**config.mk**
```make
export PLATFORM = sky130hd
export DESIGN_NAME = dmem_arbiter_flat
export DESIGN_NICKNAME = d
export VERILOG_FILES = /design/src/rtl/dmem_pkg.sv /design/src/rtl/dmem_arbiter_if.sv /design/src/rtl/dmem_arbiter_rr_arb2.sv /design/src/rtl/dmem_arbiter.sv /design/src/flat_wrapper.sv
export SDC_FILE = /design/constraint.sdc
export NUM_CORES = 1
export LEC_CHECK = 0
export ABC_CLOCK_PERIOD_IN_PS = 3100
export CAP_MARGIN = 0
export CORE_ASPECT_RATIO = 1.4
export CORE_MARGIN = 3
export CORE_UTILIZATION = 23
export CTS_CLUSTER_DIAMETER = 50
export DETAILED_ROUTE_END_ITERATION = 6
export GPL_TIMING_DRIVEN = 0
export PLACE_DENSITY = 0.83
export REMOVE_ABC_BUFFERS = 1
export SYNTH_ARGS = -nofsm -noshare
export SYNTH_HDL_FRONTEND = slang
export SYNTH_SLANG_ARGS = --single-unit
```
**constraint.sdc**
```tcl
create_clock -name clk -period 3.1 [get_ports clk]
set_input_delay 0.62 -clock clk [delete_from_list [all_inputs] [get_ports clk]]
set_output_delay 0.62 -clock clk [all_outputs]
set_load 0.01 [all_outputs]
```
**src/rtl/dmem_pkg.sv**
```systemverilog
// Shared types and constants for the data-memory arbiter.
package dmem_pkg;

    // Default widths
    localparam int unsigned ADDR_W  = 16;
    localparam int unsigned WDATA_W = 8;
    localparam int unsigned RDATA_W = 16;

    // Requester indices
    localparam int unsigned PORT_CPU = 0;
    localparam int unsigned PORT_LDR = 1;

    // Arbiter FSM
    typedef enum logic {
        ST_IDLE,
        ST_RD_WAIT
    } state_e;

endpackage

```
**src/rtl/dmem_arbiter_if.sv**
```systemverilog
// Requester and memory-side signals of the data-memory arbiter.
interface dmem_arbiter_if
    import dmem_pkg::*;
#(
    parameter int unsigned ADDR_W  = dmem_pkg::ADDR_W,
    parameter int unsigned WDATA_W = dmem_pkg::WDATA_W,
    parameter int unsigned RDATA_W = dmem_pkg::RDATA_W
) ();

    // Port 0 (CPU load/store unit)
    logic               p0_req;
    logic               p0_we;
    logic               p0_lock;
    logic [ADDR_W-1:0]  p0_addr;
    logic [WDATA_W-1:0] p0_wdata;
    logic               p0_gnt;
    logic               p0_rvalid;

    // Port 1 (loader / debug)
    logic               p1_req;
    logic               p1_we;
    logic               p1_lock;
    logic [ADDR_W-1:0]  p1_addr;
    logic [WDATA_W-1:0] p1_wdata;
    logic               p1_gnt;
    logic               p1_rvalid;

    // Shared read return
    logic [RDATA_W-1:0] rdata;

    // Memory side
    logic [ADDR_W-1:0]  mem_addr;
    logic [WDATA_W-1:0] mem_wdata;
    logic               mem_we;
    logic               mem_read_e;
    logic [RDATA_W-1:0] mem_rdata;

    // Arbiter view
    modport slave (
        input  p0_req, p0_we, p0_lock, p0_addr, p0_wdata,
        output p0_gnt, p0_rvalid,
        input  p1_req, p1_we, p1_lock, p1_addr, p1_wdata,
        output p1_gnt, p1_rvalid,
        output rdata,
        output mem_addr, mem_wdata, mem_we, mem_read_e,
        input  mem_rdata
    );

    // Requester / memory view
    modport master (
        output p0_req, p0_we, p0_lock, p0_addr, p0_wdata,
        input  p0_gnt, p0_rvalid,
        output p1_req, p1_we, p1_lock, p1_addr, p1_wdata,
        input  p1_gnt, p1_rvalid,
        input  rdata,
        input  mem_addr, mem_wdata, mem_we, mem_read_e,
        output mem_rdata
    );

endinterface

```
**src/rtl/dmem_arbiter_rr_arb2.sv**
```systemverilog
// Two-way round-robin picker: masked requests in, one-hot grant out.
module rr_arb2
    import dmem_pkg::*;
(
    input  logic [1:0] req,
    input  logic       prio,
    input  logic [1:0] mask,
    output logic [1:0] gnt
);

    logic [1:0] act;

    // Single eligible requester wins outright; on conflict prio decides
    always_comb begin
        act = req & mask;
        gnt = act;
        if (&act) begin
            gnt = '0;
            if (prio) gnt[PORT_LDR] = 1'b1;
            else      gnt[PORT_CPU] = 1'b1;
        end
    end

endmodule

```
**src/rtl/dmem_arbiter.sv**
```systemverilog
// Shares the single-port data memory between the CPU and the loader port.
// Combinational grant in IDLE, one-cycle read return, optional lock.
module dmem_arbiter
    import dmem_pkg::*;
#(
    parameter int unsigned ADDR_W  = dmem_pkg::ADDR_W,
    parameter int unsigned WDATA_W = dmem_pkg::WDATA_W,
    parameter int unsigned RDATA_W = dmem_pkg::RDATA_W
) (
    input  logic          clk,
    input  logic          rst,
    dmem_arbiter_if.slave bus
);

    state_e state_q, state_d;
    logic   prio_q, prio_d;
    logic   lock_q, lock_d;
    logic   lock_own_q, lock_own_d;
    logic   rd_own_q, rd_own_d;

    logic [1:0]         req;
    logic [1:0]         mask;
    logic [1:0]         gnt;
    logic               any_gnt;
    logic               win;
    logic               win_we;
    logic               win_lock;
    logic [ADDR_W-1:0]  win_addr;
    logic [WDATA_W-1:0] win_wdata;
    logic               rd_phase;
    logic [RDATA_W-1:0] rdata_sel;

    assign req = {bus.p1_req, bus.p0_req};

    // Eligibility: nothing outside IDLE or during reset; only the owner while locked
    always_comb begin
        mask = 2'b11;
        if (lock_q) begin
            mask = '0;
            mask[lock_own_q] = 1'b1;
        end
        if (state_q != ST_IDLE || rst) mask = '0;
    end

    rr_arb2 u_rr_arb2 (
        .req  (req),
        .prio (prio_q),
        .mask (mask),
        .gnt  (gnt)
    );

    // Winner selection and memory strobes
    always_comb begin
        any_gnt   = |gnt;
        win       = gnt[PORT_LDR];
        win_we    = win ? bus.p1_we    : bus.p0_we;
        win_lock  = win ? bus.p1_lock  : bus.p0_lock;
        win_addr  = win ? bus.p1_addr  : bus.p0_addr;
        win_wdata = win ? bus.p1_wdata : bus.p0_wdata;

        bus.p0_gnt     = gnt[PORT_CPU];
        bus.p1_gnt     = gnt[PORT_LDR];
        bus.mem_we     = any_gnt &  win_we;
        bus.mem_read_e = any_gnt & ~win_we;
        bus.mem_addr   = any_gnt ? win_addr  : '0;
        bus.mem_wdata  = any_gnt ? win_wdata : '0;
    end

    // Read return: driven from registered state, suppressed while in reset
    always_comb begin
        rd_phase      = (state_q == ST_RD_WAIT) && !rst;
        rdata_sel     = rd_phase ? bus.mem_rdata : '0;
        bus.rdata     = rdata_sel;
        bus.p0_rvalid = rd_phase && (rd_own_q == 1'(PORT_CPU));
        bus.p1_rvalid = rd_phase && (rd_own_q == 1'(PORT_LDR));
    end

    // Next state: FSM, fairness pointer and lock tracking
    always_comb begin
        state_d    = state_q;
        prio_d     = prio_q;
        lock_d     = lock_q;
        lock_own_d = lock_own_q;
        rd_own_d   = rd_own_q;
        case (state_q)
            ST_IDLE: begin
                if (any_gnt) begin
                    if (!win_we) begin
                        state_d  = ST_RD_WAIT;
                        rd_own_d = win;
                    end
                    if (win_lock) begin
                        lock_d     = 1'b1;
                        lock_own_d = win;
                    end else begin
                        // covers both a plain grant and an owner's unlocking access
                        lock_d = 1'b0;
                        prio_d = ~win;
                    end
                end else if (lock_q && !req[lock_own_q]) begin
                    lock_d = 1'b0;
                    prio_d = ~lock_own_q;
                end
            end
            ST_RD_WAIT: state_d = ST_IDLE;
            default:    state_d = ST_IDLE;
        endcase
    end

    // State registers with synchronous reset
    always_ff @(posedge clk) begin
        if (rst) begin
            state_q    <= ST_IDLE;
            prio_q     <= 1'b0;
            lock_q     <= 1'b0;
            lock_own_q <= 1'b0;
            rd_own_q   <= 1'b0;
        end else begin
            state_q    <= state_d;
            prio_q     <= prio_d;
            lock_q     <= lock_d;
            lock_own_q <= lock_own_d;
            rd_own_q   <= rd_own_d;
        end
    end

endmodule

```
**src/flat_wrapper.sv**
```systemverilog
// flat-port wrapper written by rule: the top's interface ports become plain ports
module dmem_arbiter_flat import dmem_pkg::*;
#(
    parameter int unsigned ADDR_W  = dmem_pkg::ADDR_W,
    parameter int unsigned WDATA_W = dmem_pkg::WDATA_W,
    parameter int unsigned RDATA_W = dmem_pkg::RDATA_W
)
  (clk, rst, bus_p0_req, bus_p0_we, bus_p0_lock, bus_p0_addr, bus_p0_wdata, bus_p0_gnt, bus_p0_rvalid, bus_p1_req, bus_p1_we, bus_p1_lock, bus_p1_addr, bus_p1_wdata, bus_p1_gnt, bus_p1_rvalid, bus_rdata, bus_mem_addr, bus_mem_wdata, bus_mem_we, bus_mem_read_e, bus_mem_rdata);
  dmem_arbiter_if #(.ADDR_W(ADDR_W), .WDATA_W(WDATA_W), .RDATA_W(RDATA_W)) bus_i ();
  input  logic clk;
  input  logic rst;
  input wire logic [$bits(bus_i.p0_req)-1:0] bus_p0_req;
  input wire logic [$bits(bus_i.p0_we)-1:0] bus_p0_we;
  input wire logic [$bits(bus_i.p0_lock)-1:0] bus_p0_lock;
  input wire logic [$bits(bus_i.p0_addr)-1:0] bus_p0_addr;
  input wire logic [$bits(bus_i.p0_wdata)-1:0] bus_p0_wdata;
  output wire logic [$bits(bus_i.p0_gnt)-1:0] bus_p0_gnt;
  output wire logic [$bits(bus_i.p0_rvalid)-1:0] bus_p0_rvalid;
  input wire logic [$bits(bus_i.p1_req)-1:0] bus_p1_req;
  input wire logic [$bits(bus_i.p1_we)-1:0] bus_p1_we;
  input wire logic [$bits(bus_i.p1_lock)-1:0] bus_p1_lock;
  input wire logic [$bits(bus_i.p1_addr)-1:0] bus_p1_addr;
  input wire logic [$bits(bus_i.p1_wdata)-1:0] bus_p1_wdata;
  output wire logic [$bits(bus_i.p1_gnt)-1:0] bus_p1_gnt;
  output wire logic [$bits(bus_i.p1_rvalid)-1:0] bus_p1_rvalid;
  output wire logic [$bits(bus_i.rdata)-1:0] bus_rdata;
  output wire logic [$bits(bus_i.mem_addr)-1:0] bus_mem_addr;
  output wire logic [$bits(bus_i.mem_wdata)-1:0] bus_mem_wdata;
  output wire logic [$bits(bus_i.mem_we)-1:0] bus_mem_we;
  output wire logic [$bits(bus_i.mem_read_e)-1:0] bus_mem_read_e;
  input wire logic [$bits(bus_i.mem_rdata)-1:0] bus_mem_rdata;
  assign bus_i.p0_req = bus_p0_req;
  assign bus_i.p0_we = bus_p0_we;
  assign bus_i.p0_lock = bus_p0_lock;
  assign bus_i.p0_addr = bus_p0_addr;
  assign bus_i.p0_wdata = bus_p0_wdata;
  assign bus_p0_gnt = bus_i.p0_gnt;
  assign bus_p0_rvalid = bus_i.p0_rvalid;
  assign bus_i.p1_req = bus_p1_req;
  assign bus_i.p1_we = bus_p1_we;
  assign bus_i.p1_lock = bus_p1_lock;
  assign bus_i.p1_addr = bus_p1_addr;
  assign bus_i.p1_wdata = bus_p1_wdata;
  assign bus_p1_gnt = bus_i.p1_gnt;
  assign bus_p1_rvalid = bus_i.p1_rvalid;
  assign bus_rdata = bus_i.rdata;
  assign bus_mem_addr = bus_i.mem_addr;
  assign bus_mem_wdata = bus_i.mem_wdata;
  assign bus_mem_we = bus_i.mem_we;
  assign bus_mem_read_e = bus_i.mem_read_e;
  assign bus_i.mem_rdata = bus_mem_rdata;
  dmem_arbiter #(.ADDR_W(ADDR_W), .WDATA_W(WDATA_W), .RDATA_W(RDATA_W)) u_core (.clk(clk), .rst(rst), .bus(bus_i));
endmodule
```
== Word level (Yosys, flattened, before mapping) ==
Index checks and enable logic that the tools add are counted.

* Register bits after elaboration: 5
* Input port bits: 72
* Output and inout bits: 46
* Logic and storage cells: 56

* Magnitude comparators: 2
* Equal/unequal tests: 1
* Mux-type cells: 25
* Bitwise operators: 8
* Reductions and logical operators: 15

{| class="wikitable"
|+ Operator list
! operator !! count
|-
| two-way mux 16 bit || 3
|-
| two-way mux 8 bit || 2
|-
| two-way mux 1 bit || 15
|-
| AND reduction 3 bit || 3
|-
| two-way mux 2 bit || 3
|-
| logical AND 1 bit || 5
|-
| NOT 1 bit || 5
|-
| AND reduction 2 bit || 2
|-
| AND 1 bit || 2
|-
| AND 2 bit || 1
|-
| logical NOT 1 bit || 2
|-
| < comparator 1 x 2 -> 1 bit, second input constant || 1
|-
| != test 2 bit, second input constant || 1
|-
| case mux 1 bit (2 select lines) || 1
|-
| nonzero test 2 bit || 1
|-
| OR reduction 2 bit || 1
|-
| demux 1 bit (select 1 bit) || 1
|-
| >= comparator 1 bit, second input constant || 1
|-
| logical OR 1 bit || 1
|}

== Logic depth before layout (Yosys ltp) ==
* Depth in word-level cells: 13
* Gate-level depth with buffers: 8
* Mapped depth without buffers: 6

== By module ==
A second synthesis with hierarchy kept.

* Cells, all modules: 89
* Area, all modules: 678.2 um^2

{| class="wikitable"
|+ Modules (own cells, without submodules)
! module !! instances !! cells an instance !! area an instance (um^2) !! sequential area each (um^2)
|-
| dmem_arbiter || 1 || 86 || 658.1 || 100.1
|-
| rr_arb2 || 1 || 3 || 20.0 || 0.0
|}

== Least setup slack after synthesis ==
OpenSTA, ideal clock, no wires.

* Path type: input -> output
* Start point: input port rst
* End point: output port bus_mem_addr[0]
* Arrival: 2059 ps
* Required time: 2480 ps
* Slack: 421 ps
* Cell stages on the path: 8
* Path buffers: 3
* Path through: clkbuf_1 > nor2_1 > o2111ai_2 > inv_1 > buf_2 > buf_1 > nand2_1 > a21oi_1

* Cells in the longest elaborated chain, start to end: 7
* Elaborated cells on any way between the ends: 8
* Classes of those cells: mux (4); bitwise (1); reduce/logical (3)

{| class="wikitable"
|+ RTL lines
! what !! RTL line !! source
|-
| start: declaration || flat_wrapper.sv:11 || <nowiki>input logic rst;</nowiki>
|-
| logical OR 1 bit (*) || dmem_arbiter.sv:42 || <nowiki>if (state_q != ST_IDLE || rst) mask = '0;</nowiki>
|-
| two-way mux 2 bit (*) || dmem_arbiter.sv:42 ||
|-
| AND 2 bit (*) || dmem_arbiter_rr_arb2.sv:15 || <nowiki>act = req & mask;</nowiki>
|-
| AND reduction 2 bit || dmem_arbiter_rr_arb2.sv:17 || <nowiki>if (&act) begin</nowiki>
|-
| two-way mux 2 bit (*) || dmem_arbiter_rr_arb2.sv:17 ||
|-
| two-way mux 16 bit or OR reduction 2 bit (tied branches) || dmem_arbiter.sv:58, dmem_arbiter.sv:54 ||
|-
| two-way mux 16 bit (*) || dmem_arbiter.sv:65 || <nowiki>bus.mem_addr = any_gnt ? win_addr : '0;</nowiki>
|-
| end: declaration || flat_wrapper.sv:27 || <nowiki>output wire logic [$bits(bus_i.mem_addr)-1:0] bus_mem_addr;</nowiki>
|}

Mark *: on every way between the ends. The rest lies on a longest branch, timed or not.

== Final worst setup path ==
* Start point: input port bus_p1_req
* End point: output port bus_mem_we

* Cells in the longest elaborated chain, start to end: 5
* Elaborated cells on any way between the ends: 6
* Classes of those cells: mux (2); bitwise (2); reduce/logical (2)

{| class="wikitable"
|+ RTL lines
! what !! RTL line !! source
|-
| start: declaration || flat_wrapper.sv:19 || <nowiki>input wire logic [$bits(bus_i.p1_req)-1:0] bus_p1_req;</nowiki>
|-
| AND 2 bit (*) || dmem_arbiter_rr_arb2.sv:15 ||
|-
| AND reduction 2 bit || dmem_arbiter_rr_arb2.sv:17 ||
|-
| two-way mux 2 bit (*) || dmem_arbiter_rr_arb2.sv:17 ||
|-
| OR reduction 2 bit or two-way mux 1 bit (tied branches) || dmem_arbiter.sv:54, dmem_arbiter.sv:56 ||
|-
| AND 1 bit (*) || dmem_arbiter.sv:63 || <nowiki>bus.mem_we = any_gnt & win_we;</nowiki>
|-
| end: declaration || flat_wrapper.sv:29 || <nowiki>output wire logic [$bits(bus_i.mem_we)-1:0] bus_mem_we;</nowiki>
|}

Marked as above.

==> out/qor.csv <==
stage,metric,value,unit
cells_and_area,area_growth,179,%
global_routing,grt_first_pass_wirelength,7160,um
run,cap_violations,0,
timing,setup_viol,0,
power_and_ir_drop,leakagePower,0.989,nW
critical_path,cp.arrival,2420,ps
routing,drt_iter0_markers,72,
critical_path,critPathKind,input pin to primary output,
critical_path,crit_family,buffers and inverters,
synth,yosysTopAreaCell,nand2_1,
cells_and_area,num-nets-final,347,
synth,yosysWarnings,0,
routing,drc_errors,0,
place,io_buffer_count,117,
power_and_ir_drop,powerDensity,213,nW/um^2
critical_path,path_cells,"dlygate4sd2_1, mux2i_2, a2111o_2, clkdlybuf4s18_2, nor2_1, dlygate4sd2_1",
timing,skew,3.86,ps
timing,slew_headroom,68.7,%
critical_path,cp.required,2480,ps
synth,synth_edf_count,0,
critical_path,endpoint_kind,primary output,
cells_and_area,fin_cells,313,
critical_path,crit_fanout,7,
routing,routed_wl,4650,um
clocking,clkLatencyLatePin,220,ps
timing,fmax,0.329,GHz
synth,postSynth.asyncResetShare,0,%
timing,finalMaxSlewViolations,0,
routing,avgRoutedWirePerCell,14.8,um
global_routing,antenna_found_initial,0,
clocking,clk_pin_slew,30,ps
global_routing,grt_pass1_vias,1397,
floorplanning,core.rowCount,24,
cells_and_area,layout-drive-gt1-share,10.9,%
global_routing,grt_use_total,21.5,%
timing,setup-tns-final,0,ps
floorplanning,die_w,55.6,um
synth,syn_inst,144,
run_status,status,"complete, no violations",
routing,via_per_inst,4.71,
timing,period_needed,3040,ps
place,dp.cells,290,
clocking,ctsHtreeMaxLevel,1,
synth,yosysMostFrequentCell,nand2_1,
critical_path,cpMaxStageDelayCell,a2111o_2,
critical_path,crit_top_cell,dlygate4sd2_1,
clocking,clockRootBuffer,clkbuf_8,
floorplanning,io-pin-count,118,
floorplanning,start_util,24.6,%
place,gp_congestion,0.728,
synth,ys_top_cells_by_area,"nand2_1 24%, a21oi_1 17%, and2_1 13%",
timing,rsz0062_at_grt,no,
critical_path,slowest_delay,530,ps
timing,hold_violations,0,
clocking,cts_made_buffers,3,
global_routing,overflow,0,
min_path,min_path_type,flip-flop to flip-flop,
synth,yosysSeqAreaShare,12.6,%
floorplanning,die_h,75.4,um
routing,firstDrtPassIters,4,
clocking,cts.sink_count,5,
synth,synthDistinctLibCells,25,
routing,ant_nets,0,
synth,synth_area,792,sq um
synth,synth_flop_cell,dfxtp_1,
routing,vias,1474,
clocking,hold_buffers,0,
clocking,tritoncts,done,
timing,fin_crit_sh,98.0,%
clocking,max-clock-path-buffers,2,
synth,post_synth.cell_area_avg,5.50,sq um
floorplanning,fp.coreArea,3210,sq um
synth,synth_common_cells,"50 x nand2_1, 27 x a21oi_1, 17 x and2_1, 7 x clkbuf_1, 6 x nor2_1",
floorplanning,die_area,4190,sq um
critical_path,critPathBufInv,3,
synth,ys_ff_latch,5,
place,dp_hpwl,2890,um
global_routing,grt_max_degree,19,
critical_path,cp-start-kind,input pin,
synth,synth_top_area_share,23.7,%
cells_and_area,num_antenna_cells,0,
power_and_ir_drop,peakVddDrop,147,uV
timing,worst_pin_slew,468,ps
[cell usage in the layout, fill, tap and decap left out, types with 2 or more instances in the layout]
| master | count |
|---|---|
| a2111o_2 | 2 |
| a21oi_1 | 27 |
| and2_1 | 17 |
| buf_4 | 11 |
| buf_6 | 2 |
| clkbuf_8 | 3 |
| clkdlybuf4s50_1 | 87 |
| clkinvlp_4 | 2 |
| dfxtp_1 | 5 |
| dlygate4sd2_1 | 28 |
| inv_1 | 4 |
| mux2i_2 | 2 |
| nand2_1 | 50 |
| nand2b_1 | 2 |
| nor2_1 | 5 |
| nor2b_1 | 3 |
| o2111ai_4 | 2 |
| o21ai_0 | 4 |
[flip-flops by register name, indices dropped and copies added, names as in the netlist]
register,count
u_core.prio_q,1
u_core.lock_q,1
u_core.rd_own_q,1
u_core.state_q,1
u_core.lock_own_q,1
[report_power, final]
group,switching (mW),internal [mW]
clock network,0.0333,0.0884
logic,0.110,0.163
registers,0.00908,0.0687
[routing by layer]
metal / share of wire, % / vias to the layer above / global-route usage, %
li1: - / 745 / -
met1: 39 / 648 / 24.9
met2: 52 / 71 / 39.3
met3: 6.6 / 10 / 4.58
met4: 2.0 / 0 / 7.57
met5: 0 / - / 0
[stage by stage]
| stage | setup WS (ps) | power [mW] | util [%] | hold slack [ps] | instance area, sq um |
|---|---|---|---|---|---|
| floorplan | 188 | 0.156 | - | 466 | 752 |
| detailed placement | -1470 | 0.322 | 61.4 | 495 | 1970 |
| finish | 62.7 | 0.472 | 68.8 | 512 | 2210 |
| global route | 25.1 | 0.496 | 68.8 | 544 | 2210 |
| CTS | 39.7 | 0.470 | 68.8 | 501 | 2210 |
| global placement | -1490 | 0.320 | 61.4 | 490 | 1970 |
[worst paths after layout]
check	to	from	slack, ps	cells after the start
worst min register to register	u_core.rd_own_q	u_core.rd_own_q	510	2
worst max register to register	u_core.prio_q	u_core.lock_own_q	730	7
worst max-delay path	bus_mem_we	bus_p1_req	60	6
worst min-delay path	u_core.rd_own_q	u_core.rd_own_q	510	2
[final cells by class]
class	instances	area, sq um
inverter	5	22.5
timing repair buffer	132	1270
sequential	5	100
tap	39	48.8
clock buffer	4	45.0
timing repair inverter	1	7.51
multi-input combinational	127	719
fill	271	1000
[cells by family (layout without fill, tap and decap cells)]
logic type             Yosys count  after routing  synth area share, %
AOI/OAI and AO/OA               40             43                 30.3
buffers and inverters           15            142                 7.43
DFF                              5              5                 12.6
muxes                            2              2                 2.53
and+or+nand+nor                 82             82                 47.1
[worst register-to-register path: stages (launching register included)]
cell	delay (ps)
dfxtp_1	460
mux2i_2	150
a2111o_2	530
clkdlybuf4s18_2	280
buf_4	160
or3_1	310
a311oi_1	290
a31o_1	140
[what timing repair did]
action	4_1_cts	5_1_grt
gates cloned	4	0
pin swaps	4	0
buffers inserted	16	0
resized for setup	43	4
setup endpoints to repair	49	24
No activity file was read; power rests on OpenSTA's default activity.
